===== src/rtl/pipeline_hazard_controller.sv =====
// Stall/flush sequencer for the five-stage pipeline: merges load-use, redirect
// and multiply occupancy into stage enables, and counts stall cycles.
module pipeline_hazard_controller #(
  parameter int MUL_LATENCY  = 4,
  parameter int FLUSH_CYCLES = 2
) (
  input  logic        clk,
  input  logic        rst_n,
  input  logic [3:0]  ID_rs,
  input  logic [3:0]  ID_rt,
  input  logic        ID_uses_rs,
  input  logic        ID_uses_rt,
  input  logic        ID_is_mul,
  input  logic        EX_mem_read,
  input  logic [3:0]  EX_rt_rd,
  input  logic        branch_redirect,
  output logic        pc_write_en,
  output logic        IF_ID_write_en,
  output logic        IF_ID_flush,
  output logic        ID_EX_bubble,
  output logic        EX_hold,
  output logic        EX_MEM_bubble,
  output logic [15:0] stall_count
);
  typedef enum logic [1:0] {RUN, FLUSH, MUL_BUSY} state_t;

  localparam logic [3:0] MUL_INIT   = 4'(MUL_LATENCY - 1);
  localparam logic [3:0] FLUSH_INIT = 4'(FLUSH_CYCLES - 1);

  state_t     state, state_nxt;
  logic [3:0] cnt, cnt_nxt;
  logic       lu;

  // r0 gets no exemption: a load to r0 still stalls a dependent reader.
  assign lu = EX_mem_read &&
              ((ID_uses_rs && (ID_rs == EX_rt_rd)) ||
               (ID_uses_rt && (ID_rt == EX_rt_rd)));

  always_ff @(posedge clk or negedge rst_n) begin
    if (!rst_n) begin
      state <= RUN;
      cnt   <= 4'd0;
    end else begin
      state <= state_nxt;
      cnt   <= cnt_nxt;
    end
  end

  always_comb begin
    state_nxt = state;
    cnt_nxt   = cnt;
    case (state)
      RUN: begin
        if (branch_redirect) begin
          if (FLUSH_CYCLES > 1) begin
            state_nxt = FLUSH;
            cnt_nxt   = FLUSH_INIT;
          end
        end else if (!lu && ID_is_mul) begin
          state_nxt = MUL_BUSY;
          cnt_nxt   = MUL_INIT;
        end
      end
      FLUSH, MUL_BUSY: begin
        cnt_nxt = cnt - 4'd1;
        if (cnt <= 4'd1) state_nxt = RUN;
      end
      default: begin
        state_nxt = RUN;
        cnt_nxt   = 4'd0;
      end
    endcase
  end

  always_comb begin
    pc_write_en    = 1'b0;
    IF_ID_write_en = 1'b0;
    IF_ID_flush    = 1'b0;
    ID_EX_bubble   = 1'b0;
    EX_hold        = 1'b0;
    EX_MEM_bubble  = 1'b0;
    if (rst_n) begin
      case (state)
        RUN: begin
          if (branch_redirect) begin
            pc_write_en    = 1'b1;
            IF_ID_write_en = 1'b1;
            IF_ID_flush    = 1'b1;
          end else if (lu) begin
            ID_EX_bubble = 1'b1;
          end else begin
            pc_write_en    = 1'b1;
            IF_ID_write_en = 1'b1;
          end
        end
        FLUSH: begin
          pc_write_en    = 1'b1;
          IF_ID_write_en = 1'b1;
          IF_ID_flush    = 1'b1;
        end
        MUL_BUSY: begin
          EX_hold       = 1'b1;
          EX_MEM_bubble = 1'b1;
        end
        default: ;
      endcase
    end
  end

  always_ff @(posedge clk or negedge rst_n) begin
    if (!rst_n)
      stall_count <= 16'd0;
    else if (!pc_write_en && (stall_count != 16'hFFFF))
      stall_count <= stall_count + 16'd1;
  end
endmodule


===== config.mk =====
export PLATFORM = sky130hd
export DESIGN_NAME = pipeline_hazard_controller
export DESIGN_NICKNAME = d
export VERILOG_FILES = /design/src/rtl/pipeline_hazard_controller.sv
export SDC_FILE = /design/constraint.sdc
export NUM_CORES = 1
export LEC_CHECK = 0
export CORE_AREA = 2 2 50 62
export CTS_BUF_LIST = sky130_fd_sc_hd__clkbuf_8
export CTS_CLUSTER_SIZE = 25
export DETAILED_ROUTE_END_ITERATION = 16
export DIE_AREA = 0 0 52 64
export PLACE_DENSITY = 0.84
export SETUP_SLACK_MARGIN = 0.05
export SYNTH_ARGS = -nofsm -noshare
export SYNTH_HDL_FRONTEND = slang
export SYNTH_SLANG_ARGS = --single-unit

===== constraint.sdc =====
create_clock -name clk -period 5.1 [get_ports clk]
set_clock_uncertainty 0.15 [all_clocks]
set_input_delay 0.51 -clock clk [delete_from_list [all_inputs] [get_ports clk]]
set_output_delay 0.51 -clock clk [all_outputs]
set_load 0.05 [all_outputs]

==> metrics <==
Netlist cell types 41; part of the Yosys area used for sequential elements 0.4007; global-route met1 utilization 0.2318; path category of the worst min-delay check reg2reg; Sinks on Clock Net 22; cts bufs inserted 3; Setup crit start kind input pin; via count of the first global-routing pass 1092; Cells on Worst Hold Path 1; GP Congestion 0.7735; Core Util, Final 0.6833; Static Leakage 0.0007087 uW; drc violations 0; r2r startpoint stall_count[0]; register-to-register setup slack 2480 ps; hold worst-path end stall_count[2]; Crit-path slowest cell clkdlybuf4s50_1; dominant register cell in the synthesized netlist dfrtp_1; number of buffers inserted for hold repair after clock tree synthesis 0; die area 3328 um2; total congestion overflow after global routing 0; fillers 214; share of cells above drive strength 1 0.1098; DIE HEIGHT 64 um; start point of the worst hold path stall_count[2]; Max-Slew Margin vs Limit 0.3677; number of resized instances in the post-cts repair step 0; RSZ-0062 raised after global routing false; maximum buffer depth of the clock tree 2; Worst Tran Pin Value 943.2 ps; number of warnings issued by yosys 0; maxcap violations 0; clock tree from TritonCTS yes; clock transition at the registers of the reported paths 80 ps; sequential cell area 550.5 um2; GR Util All Layers 0.1935; width of the die 52 um; cell count after synthesis 132; half-perimeter wire length after detailed placement 2.168 mm; # port buffers 40; Worst R2R End stall_count[1]; number of detailed-route iterations in the first pass 4; top cell type by total area after synthesis dfrtp_1; Syn-to-layout area delta 34.61%; Skew-Pair Late Insertion Delay 260 ps; crit end category output pin; area of the multi-input gates 763.2 um2; maximum number of pins on one net before global-route repair 27; maximum ir drop on the vdd rail 0.3248 mV; # nets final 200; final setup fails 0; dominant cells by area after synthesis dfrtp_1, xor2_1, ha_1; final period demand of the worst path 3323 ps; Ant. Diodes 0; overall routed net length 2.818 mm; length in cells of the worst reg-to-reg path 6; via count 1157; maximum net fanout on the critical path 26; area of the core 2706 um2; share of power burned in combinational logic 0.564; vias per inst 5.589; DRT iter0 DRCs 20; met3 routing resource usage after global routing 0.03738; outcome completed; Pwr per Cell Area 508.5 nW/um2; number of H-tree levels 1; Crit path required time 4440 ps; proportion of power drawn by the clock network 0.131; post-route clock period utilization 0.6515; Max Freq 300.9 MHz; type of the worst setup path in2out; Switch Pwr 442.1 uW; number of antenna violations at the first check in global routing 0; Flop pwr share 0.305; met2 Usage GRT 0.3275; area fraction of the dominant cell type after synthesis 0.4007; global-route wire length before repair 4.878 mm; number of hold violations in the final report 0; Syn Nets 158; worst path arrival time 2660 ps; DRT antenna net count 0; number of slew-limit violations in the final report 0; number of register bits inferred by synthesis 22; clock tree root driver cell clkbuf_8; Synth async-reset ratio 1.000; Final Power 940.3 uW; Critical Path, Cell by Cell clkdlybuf4s50_1 -> buf_4 -> o21ai_0 -> a21oi_2 -> buf_4 -> clkdlybuf4s50_1; effective utilization at floorplan 0.5076; post-CTS setup-driven buffer insertion count 0; most crowded layer after global routing met2; stage delay of the slowest cell on the critical path 840 ps; cell-internal power 498.2 uW; io pins 41; wire length per cell after detailed routing 13.61 um; mean instance size in the synthesized netlist 10.41 um2; number of enable flip-flop cells after synthesis 0; Placement Rows 21; switching part of the total power 0.4702; total negative setup slack 0 ps; cell area after technology mapping 1374 um2
-- routing by layer --
layer  part of all wire  routed length, um
met1               0.41               1147
met2               0.52               1465
met3              0.054                151
met4              0.019                 53
met5                  0                  0
-- state kept, by name, indices dropped and copies added, names as in the netlist --
| register | flops |
|---|---|
| cnt | 4 |
| state | 2 |
| stall_count | 16 |
-- cells by family after synthesis --
logic type | Yosys count | share of synthesized area
AND/OR/NAND/NOR | 50 | 0.2386
flip-flops | 22 | 0.4007
XOR/XNOR | 21 | 0.1339
AO/OA/AOI/OAI | 18 | 0.09472
buffers and inverters | 11 | 0.04371
adder cells (fa/ha/maj) | 7 | 0.06375
multiplexers | 3 | 0.02459
-- worst max path at each step --
stage | to | startpoint | slack [ps] | cells past startpoint
2_1_floorplan | pc_write_en | state[0] | 2760 | 7
3_3_place_gp | IF_ID_write_en | rst_n | 1800 | 6
3_5_place_dp | IF_ID_write_en | rst_n | 1770 | 6
4_1_cts | IF_ID_write_en | rst_n | 1760 | 6
5_1_grt | pc_write_en | rst_n | 1650 | 6
6_report | pc_write_en | rst_n | 1780 | 6
-- cell usage after synthesis, types with 3 or more instances --
cell type  number
nand2_1         4
and3_1          3
xnor2_1         9
xor2_1         12
ha_1            7
nand3_1         8
nor2_1          7
nor3b_1         5
a21oi_1         4
buf_4           3
nor4_2          3
nor3_1          3
nand2b_1        3
inv_1           6
dfrtp_1        22
o21ai_0         3
-- cells in the final DEF (no fill, tap or decap), types with 2 or more instances in the layout --
master            n
a21oi_1           4
and3_1            3
buf_4             2
clkbuf_8          4
clkdlybuf4s50_1  40
dfrtp_1          22
ha_1              7
inv_1             6
mux2_1            2
nand2_1           4
nand2b_1          3
nand3_1           8
nand4_1           2
nor2_1            7
nor2b_1           2
nor3_1            3
nor3b_1           5
nor4_1            2
nor4_2            3
nor4b_1           2
o21ai_0           3
xnor2_1           9
xor2_1           12
-- final cells by class --
type | count | share of cell area
clock buffers | 4 | 0.02977
inverters | 6 | 0.01218
multi-input cells | 99 | 0.4127
flip-flops and latches | 22 | 0.2977
well taps | 34 | 0.02300
repair buffers | 42 | 0.2246
-- power by group through the flow --
stage / clock network (uW) / logic, uW / registers, uW
floorplan: 0 / 271 / 392
global placement: 0 / 516 / 286
detailed placement: 0 / 527 / 290
CTS: 127 / 531 / 287
global route: 134 / 569 / 297
finish: 123 / 531 / 287
-- worst max-delay path, delay by kind of cell --
| kind | cells | cell delay (ps) |
|---|---|---|
| AOI/OAI and AO/OA | 2 | 310 |
| buffers and inverters | 4 | 1830 |
-- through the flow --
step                      hold WS, ps  cell area (um2)  setup WS [ps]  std cells
after floorplan                 64.41             1374           2756        132
final                           361.4             1849           1777        207
after global placement          342.8             1794           1805        203
after global routing            386.2             1849           1650        207
after CTS                       364.9             1849           1756        207
after detailed placement        352.6             1794           1767        203
No activity file was read; power rests on OpenSTA's default activity.
